<file path="src/rtl/esp_power_sequencer.sv">
// ESP8266 power/reset sequencer: timed CH_PD and RST pin control, readiness
// reporting and an optional UART-liveness watchdog that forces a module reset.
module esp_power_sequencer #(
  parameter int unsigned PWR_CYCLES  = 500000,
  parameter int unsigned RST_CYCLES  = 50000,
  parameter int unsigned BOOT_CYCLES = 25000000,
  parameter int unsigned WDOG_CYCLES = 0,
  parameter int unsigned CNT_W       = 26
) (
  input  logic       clk,
  input  logic       sys_rst,
  input  logic       pwr_on,
  input  logic       rst_req,
  input  logic       alive,
  output logic       mod_en,
  output logic       mod_rst,
  output logic       ready,
  output logic       busy,
  output logic       wdog_evt,
  output logic [7:0] rst_count
);

  typedef enum logic [2:0] {
    S_OFF,
    S_PWR_UP,
    S_RST_LOW,
    S_BOOT_WAIT,
    S_READY
  } state_t;

  localparam logic [CNT_W-1:0] PWR_LAST  = CNT_W'(PWR_CYCLES - 1);
  localparam logic [CNT_W-1:0] RST_LAST  = CNT_W'(RST_CYCLES - 1);
  localparam logic [CNT_W-1:0] BOOT_LAST = CNT_W'(BOOT_CYCLES - 1);
  localparam logic [CNT_W-1:0] WDOG_LAST = (WDOG_CYCLES == 0) ? '0 : CNT_W'(WDOG_CYCLES - 1);

  state_t             r_state;
  logic [CNT_W-1:0]   r_cnt;
  logic               r_mod_en;
  logic               r_mod_rst;
  logic               r_ready;
  logic               r_busy;
  logic               r_wdog_evt;
  logic [7:0]         r_rst_count;

  state_t             w_next;
  logic               w_wdog_fire;
  logic               w_enter_rst;
  logic               w_cnt_clr;

  always_comb begin
    w_next      = r_state;
    w_wdog_fire = 1'b0;
    if (!pwr_on) begin
      w_next = S_OFF;
    end else begin
      case (r_state)
        S_OFF:     w_next = S_PWR_UP;
        S_PWR_UP:  if (r_cnt == PWR_LAST) w_next = S_BOOT_WAIT;
        S_RST_LOW: if (r_cnt == RST_LAST) w_next = S_BOOT_WAIT;
        S_BOOT_WAIT: begin
          if (rst_req)                 w_next = S_RST_LOW;
          else if (r_cnt == BOOT_LAST) w_next = S_READY;
        end
        S_READY: begin
          // A same-edge alive pulse rescues the module from the watchdog.
          if (rst_req) begin
            w_next = S_RST_LOW;
          end else if ((WDOG_CYCLES != 0) && !alive && (r_cnt == WDOG_LAST)) begin
            w_next      = S_RST_LOW;
            w_wdog_fire = 1'b1;
          end
        end
        default:   w_next = S_OFF;
      endcase
    end
  end

  assign w_enter_rst = (w_next == S_RST_LOW) && (r_state != S_RST_LOW);
  assign w_cnt_clr   = (w_next != r_state) || (w_next == S_OFF) ||
                       ((r_state == S_READY) && alive);

  // Outputs are registered from the next state so they change on the entry edge.
  always_ff @(posedge clk or negedge sys_rst) begin
    if (!sys_rst) begin
      r_state     <= S_OFF;
      r_cnt       <= '0;
      r_mod_en    <= 1'b0;
      r_mod_rst   <= 1'b0;
      r_ready     <= 1'b0;
      r_busy      <= 1'b0;
      r_wdog_evt  <= 1'b0;
      r_rst_count <= 8'd0;
    end else begin
      r_state    <= w_next;
      r_cnt      <= w_cnt_clr ? '0 : r_cnt + CNT_W'(1);
      r_mod_en   <= (w_next != S_OFF);
      r_mod_rst  <= (w_next == S_BOOT_WAIT) || (w_next == S_READY);
      r_ready    <= (w_next == S_READY);
      r_busy     <= (w_next == S_PWR_UP) || (w_next == S_RST_LOW) || (w_next == S_BOOT_WAIT);
      r_wdog_evt <= w_wdog_fire;
      if (w_enter_rst && (r_rst_count != 8'hFF)) begin
        r_rst_count <= r_rst_count + 8'd1;
      end
    end
  end

  assign mod_en    = r_mod_en;
  assign mod_rst   = r_mod_rst;
  assign ready     = r_ready;
  assign busy      = r_busy;
  assign wdog_evt  = r_wdog_evt;
  assign rst_count = r_rst_count;

endmodule

</file>
<file path="config.mk">
export PLATFORM = sky130hd
export DESIGN_NAME = esp_power_sequencer
export DESIGN_NICKNAME = d
export VERILOG_FILES = /design/src/rtl/esp_power_sequencer.sv
export SDC_FILE = /design/constraint.sdc
export NUM_CORES = 1
export LEC_CHECK = 0
export CORE_ASPECT_RATIO = 1.25
export CORE_MARGIN = 3
export CORE_UTILIZATION = 55
export DETAILED_ROUTE_END_ITERATION = 8
export PLACE_DENSITY = 0.86
export SYNTH_ARGS = -nofsm -noshare
export SYNTH_HDL_FRONTEND = slang
export SYNTH_SLANG_ARGS = --single-unit
</file>
<file path="constraint.sdc">
create_clock -name clk -period 3.1 [get_ports clk]
set_input_delay 0.62 -clock clk [delete_from_list [all_inputs] [get_ports clk]]
set_output_delay 0.62 -clock clk [all_outputs]
set_load 0.03 [all_outputs]
</file>
==> metrics.yaml, run 1 <==
outcome: "completed"
swShare: 0.198
grt_use_total: 0.219
powerDensity_nw_per_um2: 433
synth.avg_cell_area_um2: 9.53
finalClockSkew_ns: 0.00643
clk_path_buf_depth: 2
ant_nets: 0
syn2layout_area_growth_pct: 16.4
layout_commonest_cell: "nor2_1"
maxSlewHeadroom: 0.410
nFillCells: 286
rsz0062_at_grt: "false"
p_sw_w: 0.000214
async_reset_ff_frac: 1.00
ys_ff_latch: 41
die_x_um: 61.8
insertion_delay_ns: 0.30
crit_required_ns: 3.32
path_delay_family: "compound AO/OA/AOI/OAI gates"
comb_power_share: 0.035
cp_slowest_cell: "clkdlybuf4s50_1"
grt_overflow_total: 0
placed_area_um2: 2360
cts_hold_buf: 0
start_util: 0.595
path_cells: "clkdlybuf4s50_1 -> nand2_1 -> o31a_1 -> o311ai_0 -> o2111ai_2 -> buf_4 -> nor2_1"
place.gp.congestion: 0.869
grt_first_pass_wirelength_mm: 7.56
synth_flop_cell: "dfrtp_1"
final_cell_count_no_fill: 287
synth-edff-count: 0
antenna_found_initial: 0
numCtsBuffers: 5
crit_fanout: 26
initialDrtViolationCount: 104
die_h_um: 75.8
fmax_mhz: 427
startpoint_type: "input port"
core_area_um2: 3600
syn_area_um2: 2140
ys_seq_area_frac: 0.479
fin_crit_ns: 2.34
ioPinCount: 18
cts_resized: 0
critPathKind: "input port to flip-flop"
clock-sinks: 41
crit_buf_inv: 2
synthCells: 225
num_rows: 24
finalHoldViolations: 0
drive_above_1_share: 0.0887
timing.final.crit_share: 0.756
drt-vias-per-instance: 5.97
first_pass_iters: 4
path_clk_slew_ns: 0.08
placed_cells_incl_taps: 279
vias: 1712
wl_met2_mm: 2.33
worstMarginPinSlew_ns: 0.886
cts_tree: "built"
final_cell_area_um2: 2490
cts_setup_buffers: 0
routed.top_layer: "met4"
ys_types: 43
dp_hpwl_mm: 3.09
syn_nets: 232
nNetsFinal: 254
slowest_delay_ns: 0.51
fin_tns_setup_ns: 0
n_antenna_cell: 0
crit_path_end_kind: "flip-flop"
grt_start_max_net_pins: 42
pwr-share-clk: 0.465
avgRoutedWirePerCell_um: 15.4
final_cell_mix: "46 x nor2_1, 41 x dfrtp_1, 16 x nand2_1, 16 x xor2_1"
finalHoldWorstSlack_ns: 0.443
multi_input_area_um2: 1070
die_area_um2: 4690
cp.arrival_ns: 2.56
cap_violations: 0
p_int_w: 0.000867
met1_length_mm: 1.81
p_seq_frac: 0.500
port_buffers: 16
hold_path.class: "input port to asynchronous set/reset pin"
ir_worst_vdd_uv: 300
routed_wirelength_mm: 4.42
yosysWarnings: 0
seq_area_um2: 1030
power_w: 0.00108
root_buffer: "clkbuf_8"
p_leak_nw: 1.09
first_global_vias: 1647
cts.htree.levels: 2
met3WireLength_um: 171
drc_errors: 0
setup_viol: 0
slew_viol_final: 0
[power groups by stage]
stage	combinational, W	sequential, W	clock (W)
floorplan	0.0000138	0.000553	0
CTS	0.0000385	0.000540	0.000515
global route	0.0000420	0.000541	0.000538
global placement	0.0000372	0.000551	0
detailed placement	0.0000381	0.000551	0
finish	0.0000374	0.000540	0.000503
[through the flow]
step           worst slack [ns]   util
6_report                  0.757  0.692
2_1_floorplan             0.896      -
4_1_cts                   0.752  0.692
3_5_place_dp              0.543  0.655
3_3_place_gp              0.613  0.655
5_1_grt                   0.605  0.692
[synthesized netlist by cell type, types with 2 or more instances]
library cell / n / share of area
nor3b_1: 3 / 0.011
a21oi_1: 3 / 0.0070
clkbuf_1: 2 / 0.0035
nand2_1: 16 / 0.028
and2_1: 4 / 0.012
and3_1: 6 / 0.018
o21ai_0: 3 / 0.0070
nand3_1: 12 / 0.028
buf_2: 3 / 0.0070
nor3_1: 4 / 0.0093
nand4_1: 10 / 0.029
xor2_1: 16 / 0.065
ha_1: 2 / 0.012
dfrtp_1: 41 / 0.48
nor4bb_1: 2 / 0.0093
and4_1: 2 / 0.0082
o211a_1: 2 / 0.0093
inv_1: 7 / 0.012
nor2_1: 46 / 0.081
nor4b_1: 2 / 0.0082
nor4_1: 3 / 0.0088
xnor2_1: 15 / 0.061
[final cells by class]
class,count,area share
clock buffer,5,0.0276
clock inverter,3,0.0261
inverter,7,0.0105
multi-input combinational,171,0.428
sequential,41,0.411
tap,39,0.0196
timing repair buffer,21,0.0772
[worst reg2reg max path, stage by stage, from the launching register on]
cell and delay [ns]:
dfrtp_1 0.51, nand4b_1 0.23, or4b_1 0.49, nor3_2 0.21
nor3b_2 0.08, or3b_4 0.42, mux2_4 0.30
[sequential cells by signal, summed over array words and instances, names as in the netlist]
name	flops
r_cnt	26
rst_count	8
r_state	3
busy	1
mod_en	1
mod_rst	1
ready	1
[path summary, 6_finish.rpt]
kind                                    from            to  slack (ns)  cells after the start
min in group clk                rst_count[6]  rst_count[6]        0.49                      1
max in group asynchronous            sys_rst     r_cnt[10]        2.11                      1
worst max-delay path                  pwr_on      r_cnt[5]        0.76                      7
worst max register to register    r_state[2]  rst_count[1]        0.76                      6
worst min register to register  rst_count[6]  rst_count[6]        0.49                      1
worst min-delay path                 sys_rst  rst_count[5]        0.44                      1
[layer usage]
metal | GRT usage | vias to the layer above
met3 | 0.0508 | 12
li1 | - | 817
met2 | 0.376 | 38
met4 | 0.0943 | 0
met5 | 0 | -
met1 | 0.259 | 845
[kinds of logic after synthesis]
kind of cell    after synthesis  synth area share
compound gates               17            0.0578
xor+xnor                     31             0.127
fa+ha+maj                     2            0.0117
buf+inv                      13            0.0263
flops                        41             0.479
mux                           1           0.00700
other cells                   1           0.00175
simple gates                119             0.290
Note: power is estimated with default switching activity, not from simulation.
==> run 2, diff against run 1 <==
--- a/config.mk
+++ b/config.mk
@@ -7,7 +7,7 @@
 export LEC_CHECK = 0
 export CORE_ASPECT_RATIO = 1.25
 export CORE_MARGIN = 3
-export CORE_UTILIZATION = 55
+export CORE_UTILIZATION = 52
 export DETAILED_ROUTE_END_ITERATION = 8
 export PLACE_DENSITY = 0.86
 export SYNTH_ARGS = -nofsm -noshare
==> constraint.sdc (replaced) <==
create_clock -name clk -period 2 [get_ports clk]
set_input_delay 0.4 -clock clk [delete_from_list [all_inputs] [get_ports clk]]
set_output_delay 0.4 -clock clk [all_outputs]
set_load 0.03 [all_outputs]
==> run 2 against run 1 <==
  * The flow now finishes with violations (negative setup slack)
  * Combinational power grew to 2.7 times the previous value
  * Clock power is 13% higher
  * Critical endpoint is now r_cnt[17]
  * Global-route usage is 2.0 points higher
  * Non-clock buffer count is 52 higher
  * Clock skew is 0.0027 ns higher
  * Highest routed layer unchanged
  * Sequential cell count stayed put
  * Power is 39% higher
  * Largest cell class unchanged
  * Utilization is 9.1 points higher
  * Design area is 22% higher
  * Critical path type is now flip-flop to flip-flop
  * Wire length is 44% higher
  * Register-to-register slack worse by 1.0 ns
==> metrics.yaml, run 2 (synthesis gave the netlist of run 1 again) <==
drive_above_1_share: 0.280  # was 0.0887
place_ws_ns: -0.258  # was 0.543 ns
timing.final.crit_share: 1.14
power_w: 0.00150  # was 0.00108 W
crit_required_ns: 2.23  # was 3.32 ns
die_area_um2: 4930  # was 4690 um2
cp_common_cell: "nor2_1"
syn2layout_area_growth_pct: 41.7  # was 16.4%
rsz0062_at_grt: "true"  # was false
hold_path.class: "input port to asynchronous set/reset pin"  # unchanged
grt_use_total: 0.240  # was 0.219
critPathKind: "flip-flop to flip-flop"  # was input port to flip-flop
finalClockSkew_ns: 0.00909  # was 0.00643 ns
setup_ws_ns: -0.276  # was 0.757 ns
core_area_um2: 3880  # was 3600 um2
grt_first_pass_wirelength_mm: 9.19  # was 7.56 mm
grt_overflow_total: 0  # unchanged
insertion_delay_ns: 0.30  # about the same
numCtsBuffers: 5  # unchanged
die_h_um: 77.8  # was 75.8 um
place.gp.congestion: 0.931  # was 0.869
largest_reg_flops: 26  # unchanged
first_global_vias: 2030  # was 1647
setup_viol: 37  # was 0
regMostFlops: "r_cnt"  # unchanged
cap_violations: 0  # unchanged
crit_path_end_kind: "flip-flop"  # unchanged
ir_worst_vdd_uv: 452  # was 300 uV
n_antenna_cell: 0  # unchanged
rr_startpoint: "r_cnt[1]"  # was r_state[2]
root_buffer: "clkbuf_8"  # unchanged
path_clk_slew_ns: 0.08  # about the same
slew_viol_final: 0  # unchanged
fmax_mhz: 439
nNetsFinal: 306  # was 254
vias: 2103  # was 1712
die_x_um: 63.4  # was 61.8 um
cts_hold_buf: 0  # unchanged
routed_wirelength_mm: 6.36  # was 4.42 mm
ant_nets: 0  # unchanged
final_cell_area_um2: 3040  # was 2490 um2
avgRoutedWirePerCell_um: 18.0  # was 15.4 um
placed_area_um2: 2770  # was 2360 um2
cp_slowest_cell: "dfrtp_1"  # was clkdlybuf4s50_1
cts.htree.levels: 2  # unchanged
cp-startpoint: "r_cnt[1]"  # was pwr_on
slowest_delay_ns: 0.38  # was 0.51 ns
crit_fanout: 13  # was 26
port_buffers: 16  # unchanged
cts_tree: "built"  # unchanged
powerDensity_nw_per_um2: 495  # was 433 nW/um2
p_leak_nw: 1.41  # was 1.09 nW
grt_start_max_net_pins: 27  # was 42
dp_hpwl_mm: 3.82  # was 3.09 mm
violations: "negative setup slack"
ioPinCount: 18  # unchanged
fin_util: 0.783  # was 0.692
drc_errors: 0  # unchanged
clock-sinks: 41  # unchanged
final_cell_mix: "51 x buf_4, 45 x nor2_1, 40 x dfrtp_1"  # was 46 x nor2_1, 41 x dfrtp_1, 16 x nand2_1, 16 x xor2_1
clk_path_buf_depth: 2  # unchanged
finalHoldViolations: 0  # unchanged
num_rows: 25  # was 24
startpoint_type: "flip-flop"  # was input port
start_util: 0.553  # was 0.595
antenna_found_initial: 0  # unchanged
path_cells: "ha_2 -> and3_4 -> nand4_1 -> buf_4 -> nor2_1 -> o31ai_1 -> o2111ai_2 -> buf_6 -> clkbuf_16 -> nor2_1"  # was clkdlybuf4s50_1 -> nand2_1 -> o31a_1 -> o311ai_0 -> o2111ai_2 -> buf_4 -> nor2_1
drt-vias-per-instance: 5.94  # was 5.97
fin_crit_ns: 2.28
cp.arrival_ns: 2.51  # was 2.56 ns
outcome: "finished with violations"  # was completed
layout_commonest_cell: "buf_4"  # was nor2_1
first_pass_iters: 4  # unchanged
initialDrtViolationCount: 281  # was 104
finalHoldWorstSlack_ns: 0.0437  # was 0.443 ns
## run 2: final cells by class
class | instances | area [um2]
clock buffer | 8 | 90.1
fill | 239 | 841
inverter | 7 | 26.3
multi-input combinational | 171 | 1170
sequential | 41 | 1030
tap | 54 | 67.6
timing repair buffer | 73 | 654
## run 2: routing by layer
metal | routed length [um] | GRT usage | vias to the layer above
li1 | - | - | 923
met1 | 2330 | 0.250 | 1034
met2 | 3240 | 0.442 | 107
met3 | 366 | 0.0521 | 39
met4 | 425 | 0.123 | 0
met5 | 0 | 0 | -
## run 2: final timing paths
check	endpoint	slack, ns	cells after the start
max	r_cnt[17]	-0.28	10
min reg2reg	rst_count[7]	0.52	1
max in group asynchronous	rst_count[0]	1.47	2
max reg2reg	r_cnt[17]	-0.28	10
min	r_state[1]	0.04	1
min in group clk	rst_count[7]	0.52	1
## run 2: power by group
group / switching (W) / total, W / internal [W]
clock network: 0.000284 / 0.000566 / 0.000282
registers: 0.00000263 / 0.000836 / 0.000833
logic: 0.0000582 / 0.000102 / 0.0000436
## run 2: metrics by stage
step	TNS, ns	instances
final	-7.81	354
after global routing	-11.27	354
after CTS	-4.54	349
after detailed placement	-7.00	340
after global placement	-6.53	340
after floorplan	-0.123	225
## run 2: timing repair
item | in CTS | in global routing
gates resized for setup | 10 | 10
pin swaps | 4 | 9
endpoints found under the setup margin | 37 | 38
cloned | 0 | 2
setup buffers | 1 | 3
## run 2: critical path, delay by kind of cell (launching register included)
family | cells | cell delay, ns
compound gates | 2 | 0.60
simple gates | 4 | 0.54
buf+inv | 3 | 0.49
flops | 1 | 0.38
fa+ha+maj | 1 | 0.19
